### src/rtl/lsu_pkg.sv
// Shared types and helpers for the load/store unit: width codes, FSM states,
// access-size and word-span helpers.
package lsu_pkg;

  localparam logic [2:0] F3_B  = 3'b000;
  localparam logic [2:0] F3_H  = 3'b001;
  localparam logic [2:0] F3_W  = 3'b010;
  localparam logic [2:0] F3_BU = 3'b100;
  localparam logic [2:0] F3_HU = 3'b101;

  typedef enum logic [2:0] {IDLE, ACC0, ACC1, WR0, WR1, RESP} lsu_state_t;

  function automatic logic [2:0] access_size(input logic [2:0] f3);
    case (f3)
      F3_B, F3_BU: access_size = 3'd1;
      F3_H, F3_HU: access_size = 3'd2;
      default:     access_size = 3'd4;
    endcase
  endfunction

  function automatic logic spans_words(input logic [1:0] off, input logic [2:0] size);
    spans_words = ({2'b00, off} + {1'b0, size}) > 4'd4;
  endfunction

  // Unsigned widths only exist for loads.
  function automatic logic funct3_legal(input logic write, input logic [2:0] f3);
    case (f3)
      F3_B, F3_H, F3_W: funct3_legal = 1'b1;
      F3_BU, F3_HU:     funct3_legal = !write;
      default:          funct3_legal = 1'b0;
    endcase
  endfunction

endpackage

### src/rtl/lsu_byte_lanes.sv
// Byte-lane datapath over a two-word window {rd1,rd0}: load extraction with
// sign/zero extension, and store-data merge for read-modify-write.
module lsu_byte_lanes
  import lsu_pkg::*;
(
  input  logic [1:0]  offset,
  input  logic [2:0]  funct3,
  input  logic [63:0] rd,
  input  logic [31:0] wdata,
  output logic [31:0] load_data,
  output logic [63:0] merged
);

  logic [31:0] raw;
  logic [7:0]  base_mask;
  logic [7:0]  mask;
  logic [63:0] wshift;

  always_comb begin
    raw = rd[{1'b0, offset, 3'b000} +: 32];
    case (funct3)
      F3_B:    load_data = {{24{raw[7]}}, raw[7:0]};
      F3_H:    load_data = {{16{raw[15]}}, raw[15:0]};
      F3_W:    load_data = raw;
      F3_BU:   load_data = {24'd0, raw[7:0]};
      F3_HU:   load_data = {16'd0, raw[15:0]};
      default: load_data = 32'd0;
    endcase
  end

  always_comb begin
    case (access_size(funct3))
      3'd1:    base_mask = 8'h01;
      3'd2:    base_mask = 8'h03;
      default: base_mask = 8'h0F;
    endcase
    mask   = base_mask << offset;
    wshift = {32'd0, wdata} << {offset, 3'b000};
    merged = rd;
    for (int k = 0; k < 8; k++) begin
      if (mask[k]) merged[8*k +: 8] = wshift[8*k +: 8];
    end
  end

endmodule

### src/rtl/load_store_unit.sv
// Data-memory initiator: one request at a time, sub-word RMW stores and
// misaligned accesses split across two words.
//   state | meaning
//   IDLE  | ready for a request
//   ACC0  | read first word into rd0
//   ACC1  | read second word into rd1 (spanning access)
//   WR0   | write merged first word
//   WR1   | write merged second word
//   RESP  | response pulse
module load_store_unit
  import lsu_pkg::*;
#(
  parameter int ADDR_WIDTH = 10
) (
  input  logic                  clk,
  input  logic                  reset_n,
  input  logic                  req_valid,
  output logic                  req_ready,
  input  logic                  req_write,
  input  logic [2:0]            req_funct3,
  input  logic [31:0]           req_address,
  input  logic [31:0]           req_wdata,
  output logic                  rsp_valid,
  output logic [31:0]           rsp_rdata,
  output logic                  rsp_error,
  output logic [ADDR_WIDTH-1:0] mem_byte_address,
  output logic                  mem_write_enable,
  output logic [31:0]           mem_write_data,
  input  logic [31:0]           mem_read_data
);

  lsu_state_t            state;
  logic                  wr_q;
  logic [2:0]            f3_q;
  logic [ADDR_WIDTH-1:0] addr_q;
  logic [31:0]           wdata_q;
  logic [31:0]           rd0, rd1;

  logic [2:0]            req_size;
  logic [ADDR_WIDTH:0]   req_end;
  logic                  req_err;
  logic                  span_q;
  logic [31:0]           rd0_n, rd1_n;
  logic [31:0]           load_data;
  logic [63:0]           merged;

  assign req_size = access_size(req_funct3);
  assign req_end  = {1'b0, req_address[ADDR_WIDTH-1:0]} + (ADDR_WIDTH+1)'(req_size - 3'd1);
  assign req_err  = !funct3_legal(req_write, req_funct3) || (|req_address[31:ADDR_WIDTH])
                    || req_end[ADDR_WIDTH];
  assign span_q   = spans_words(addr_q[1:0], access_size(f3_q));
  assign req_ready = (state == IDLE);

  // Lanes see the word being read this cycle so the response can be registered on exit.
  assign rd0_n = (state == ACC0) ? mem_read_data : rd0;
  assign rd1_n = (state == ACC1) ? mem_read_data : rd1;

  lsu_byte_lanes u_lanes (
    .offset    (addr_q[1:0]),
    .funct3    (f3_q),
    .rd        ({rd1_n, rd0_n}),
    .wdata     (wdata_q),
    .load_data (load_data),
    .merged    (merged)
  );

  always_comb begin
    mem_byte_address = '0;
    mem_write_enable = 1'b0;
    mem_write_data   = 32'd0;
    case (state)
      ACC0: mem_byte_address = {addr_q[ADDR_WIDTH-1:2], 2'b00};
      ACC1: mem_byte_address = {addr_q[ADDR_WIDTH-1:2] + (ADDR_WIDTH-2)'(1), 2'b00};
      WR0: begin
        mem_byte_address = {addr_q[ADDR_WIDTH-1:2], 2'b00};
        mem_write_enable = 1'b1;
        mem_write_data   = merged[31:0];
      end
      WR1: begin
        mem_byte_address = {addr_q[ADDR_WIDTH-1:2] + (ADDR_WIDTH-2)'(1), 2'b00};
        mem_write_enable = 1'b1;
        mem_write_data   = merged[63:32];
      end
      default: ;
    endcase
  end

  always_ff @(posedge clk) begin
    if (!reset_n) begin
      state     <= IDLE;
      wr_q      <= 1'b0;
      f3_q      <= 3'd0;
      addr_q    <= '0;
      wdata_q   <= 32'd0;
      rd0       <= 32'd0;
      rd1       <= 32'd0;
      rsp_valid <= 1'b0;
      rsp_rdata <= 32'd0;
      rsp_error <= 1'b0;
    end else begin
      rsp_valid <= 1'b0;
      rsp_rdata <= 32'd0;
      rsp_error <= 1'b0;
      case (state)
        IDLE: if (req_valid) begin
          wr_q    <= req_write;
          f3_q    <= req_funct3;
          addr_q  <= req_address[ADDR_WIDTH-1:0];
          wdata_q <= req_wdata;
          if (req_err) begin
            state     <= RESP;
            rsp_valid <= 1'b1;
            rsp_error <= 1'b1;
          end else if (req_write && req_funct3 == F3_W && req_address[1:0] == 2'b00) begin
            state <= WR0;
          end else begin
            state <= ACC0;
          end
        end
        ACC0: begin
          rd0 <= mem_read_data;
          if (span_q) state <= ACC1;
          else if (wr_q) state <= WR0;
          else begin
            state     <= RESP;
            rsp_valid <= 1'b1;
            rsp_rdata <= load_data;
          end
        end
        ACC1: begin
          rd1 <= mem_read_data;
          if (wr_q) state <= WR0;
          else begin
            state     <= RESP;
            rsp_valid <= 1'b1;
            rsp_rdata <= load_data;
          end
        end
        WR0: begin
          if (span_q) state <= WR1;
          else begin
            state     <= RESP;
            rsp_valid <= 1'b1;
          end
        end
        WR1: begin
          state     <= RESP;
          rsp_valid <= 1'b1;
        end
        RESP:    state <= IDLE;
        default: state <= IDLE;
      endcase
    end
  end

endmodule

### config.mk
export PLATFORM = sky130hd
export DESIGN_NAME = load_store_unit
export DESIGN_NICKNAME = d
export VERILOG_FILES = /design/src/rtl/lsu_pkg.sv /design/src/rtl/lsu_byte_lanes.sv /design/src/rtl/load_store_unit.sv
export SDC_FILE = /design/constraint.sdc
export NUM_CORES = 1
export LEC_CHECK = 0
export BUFFER_PORTS_ARGS = -buffer_cell sky130_fd_sc_hd__buf_2
export CAP_MARGIN = 20
export CORE_MARGIN = 4
export CORE_UTILIZATION = 50
export DETAILED_ROUTE_END_ITERATION = 6
export PLACE_DENSITY = 0.76
export SYNTH_ARGS = -nofsm -noshare
export SYNTH_HDL_FRONTEND = slang
export SYNTH_SLANG_ARGS = --single-unit
### constraint.sdc
create_clock -name clk -period 2.68 [get_ports clk]
set_clock_uncertainty 0.05 [all_clocks]
set_input_delay 0.536 -clock clk [delete_from_list [all_inputs] [get_ports clk]]
set_output_delay 0.536 -clock clk [all_outputs]
set_load 0.01 [all_outputs]
==> run summary <==
Final setup margin: -0.187 ns
DIE WIDTH: 137 µm
Dominant synthesized flop cell: dfxtp_1
Nets@finish: 1318
H-tree levels: 4
Stages on the worst setup path: 9
Post-layout min period: 2.87 ns
Critical path start-end classification: register to output pin
Failing checks: design-rule violations, negative setup slack
P&R area growth vs syn: 36.7%
Slowest CP cell: o32ai_1
Startpoint types: register
Largest net degree at the start of global routing: 72
CTS tree: yes
Synth area leaders: dfxtp_1 (35%), mux2i_1 (14%), nand2_1 (6.2%)
Clk buf depth: 2
Via-per-instance ratio: 6.05
Total GRT Usage: 0.296
Fillers: 1245
Pins Over Slew Limit: 0
# port buffers: 178
Finished Cell Area: 11400 µm²
Max Clock Freq: 349 MHz
CP Buf/Inv Count: 3
Final setup viols: 65
Dpl cells: 1365
RSZ-0062 raised after global routing: true
First-pass GRT wire length: 42.7 mm
Multi-input gate area: 5510 µm²
Final hold violations: 0
# rows: 46
Clock Tree Root: clkbuf_16
Synth Warn #: 0
Post-CTS Hold Buffers: 0
Max_slew headroom: 0.563
Synth area leader: dfxtp_1
Drt pass-1 iters: 7
CP Capture Type: output pin
HPWL after DPL: 19.1 mm
Max VDD drop: 0.498 mV
Synthesized area: 8320 µm²
NetSw: 2.72 mW
Clock power share: 0.308
Mean post-synth cell area: 8.53 µm²
P per Cell Area: 670 nW/µm²
Number of synthesized flops with an enable pin: 0
Worst endpoint data arrival time: 2.28 ns
Unique cell type count in the Yosys netlist: 61
DRC: 2
R2R cell count: 14
Clk sink count: 147
Antenna violations before repair: 0
CP startpoint: f3_q[1]
MaxCap Viol Count: 0
Post-synth top area share: 0.354
Worst Hold Class: input port to register
Outcome: complete, but fails checks
CTS Buf Count: 17
Grt total ovfl: 0
Worst Path Max Fanout: 13
CP delay by family, top: compound AO/OA/AOI/OAI gates
Final Cycle Share: 1.07
DRT iter0 DRCs: 914
CP peak stage delay: 0.39 ns
ANT cells: 0
Reg-to-reg startpoint: f3_q[1]
Core area: 16100 µm²
Worst r2r dst: rsp_rdata[22]
Clk slew on worst S/H paths: 0.06 ns
Pint: 4.90 mW
Crit-path cells: nor2_4 > ha_4 > buf_4 > buf_12 > nor3_1 > a21oi_1 > nor2_1 > o32ai_1 > buf_2
IO Count: 181
Register area share after synthesis: 0.354
Height of the die: 137 µm
Seq cells post-synth: 147
Logic gate share of total power: 0.355
Starting Density: 0.516
FFs w/ async S/R, synth: 0
Placement-stage cell area: 9780 µm²
Full die area: 18800 µm²
WP data required: 2.09 ns
Final Non-Filler Cells: 1431
Final WL: 29.6 mm
Mapped Cells: 975
Lkg Pwr: 4.62 nW
Sw Ratio: 0.357
Worst skew pair latency: 0.44 ns
CP endpoint: mem_write_data[10]
Vias: 8663
Worst Tran Pin Value: 0.653 ns
Sequential power share: 0.336
Share of cells above drive strength 1: 0.360
ANT nets after route: 0
Wire length per cell: 20.7 µm
RD Place Congestion: 0.976
FF/Latch Area: 2960 µm²
Vias in the first global route: 7999
R2R Setup Slk: -0.07 ns
[layer usage]
layer | GRT usage | share of wire
met3 | 0.0710 | 0.097
met5 | 0 | 0
met1 | 0.358 | 0.37
met2 | 0.504 | 0.49
met4 | 0.120 | 0.043
[power groups by stage]
stage,clock network [mW],logic [mW],registers [mW]
final,2.35,2.71,2.56
after global routing,2.47,2.86,2.57
after CTS,2.35,2.47,2.55
after detailed placement,0,2.14,2.59
after global placement,0,2.09,2.58
after floorplan,0,1.41,2.54
[cell usage in the layout (no fill, tap or decap), types with 20 or more instances in the layout]
cell type,synthesis,layout
nand2_1,138,136
a21oi_1,72,51
buf_2,22,178
a21oi_2,0,20
a22oi_1,23,23
nor2b_1,59,57
dfxtp_1,147,141
mux2i_1,119,102
nor2_1,68,57
buf_4,5,76
a21boi_0,55,55
[logic make-up (layout without fill, tap and decap cells)]
logic type | after synthesis | count (layout) | share of synthesized area
AO/OA/AOI/OAI | 255 | 255 | 0.202
XOR/XNOR | 4 | 4 | 0.00421
adder cells (fa/ha/maj) | 13 | 13 | 0.0205
buffers and inverters | 91 | 326 | 0.0475
flip-flops | 147 | 147 | 0.354
multiplexers | 146 | 146 | 0.193
other | 1 | 6 | 0.000451
AND/OR/NAND/NOR | 318 | 318 | 0.178
[area by class of cell]
type,count,share of cell area
Clock buffer,18,0.0386
Clock inverter,14,0.0122
Inverter,12,0.00418
Multi-Input combinational cell,742,0.485
Sequential cell,147,0.260
Tap cell,216,0.0238
Timing Repair Buffer,282,0.176
[sequential cells by signal, summed over array words and instances, names as in the netlist]
signal and cells:
state 3, wr_q 1, wdata_q 32, rd0 32, rd1 32, rsp_valid 1, addr_q 10, rsp_rdata 32
f3_q 3, rsp_error 1
[what timing repair did]
action	CTS	global route
resized for setup	82	78
setup endpoints to repair	69	68
setup buffers	18	9
pin swaps	11	26
gates cloned	6	2
[Yosys cell counts, types with 2 or more instances]
master / instances
dfxtp_1: 147
nand2_1: 138
mux2i_1: 119
a21oi_1: 72
nor2_1: 68
nor2b_1: 59
a21boi_0: 55
clkbuf_1: 47
o21ai_0: 38
a22oi_1: 23
buf_2: 22
mux2_2: 17
o22ai_1: 17
ha_1: 12
nor3_1: 12
inv_1: 11
mux4_2: 9
o211ai_1: 9
a211o_1: 8
a221oi_1: 8
o32ai_1: 8
and3_1: 6
buf_4: 5
nand2b_1: 5
nand3_1: 5
a31oi_1: 4
and2_1: 4
buf_1: 4
nor4_1: 4
nand4_1: 3
nor3b_1: 3
xor2_1: 3
or2_2: 2
[tightest hold or removal path, delay by kind of cell]
| kind | cells | cell delay (ns) |
|---|---|---|
| AOI/OAI and AO/OA | 1 | 0.06 |
| buffers and inverters | 1 | 0.09 |
| and+or+nand+nor | 1 | 0.04 |
[worst min-delay path by stage]
stage                        endpoint           from  cells past startpoint
after detailed placement      rd1[28]        rd1[28]                      2
final                      wdata_q[5]   req_wdata[5]                      3
after CTS                  wdata_q[5]   req_wdata[5]                      3
after global routing      wdata_q[22]  req_wdata[22]                      3
after global placement        rd1[25]        rd1[25]                      2
after floorplan               rd1[31]        rd1[31]                      2
[stage by stage]
stage,util,total power [mW],setup WS [ns],hold slack [ns],setup TNS (ns)
after detailed placement,0.607,4.73,-0.0595,0.410,-1.03
after floorplan,-,3.94,-0.0270,0.394,-0.541
after global routing,0.706,7.90,-0.216,0.305,-10.04
final,0.706,7.62,-0.187,0.298,-4.01
after global placement,0.607,4.68,0.0714,0.402,0
after CTS,0.680,7.37,-0.156,0.291,-3.09
No activity file was read; power rests on OpenSTA's default activity.
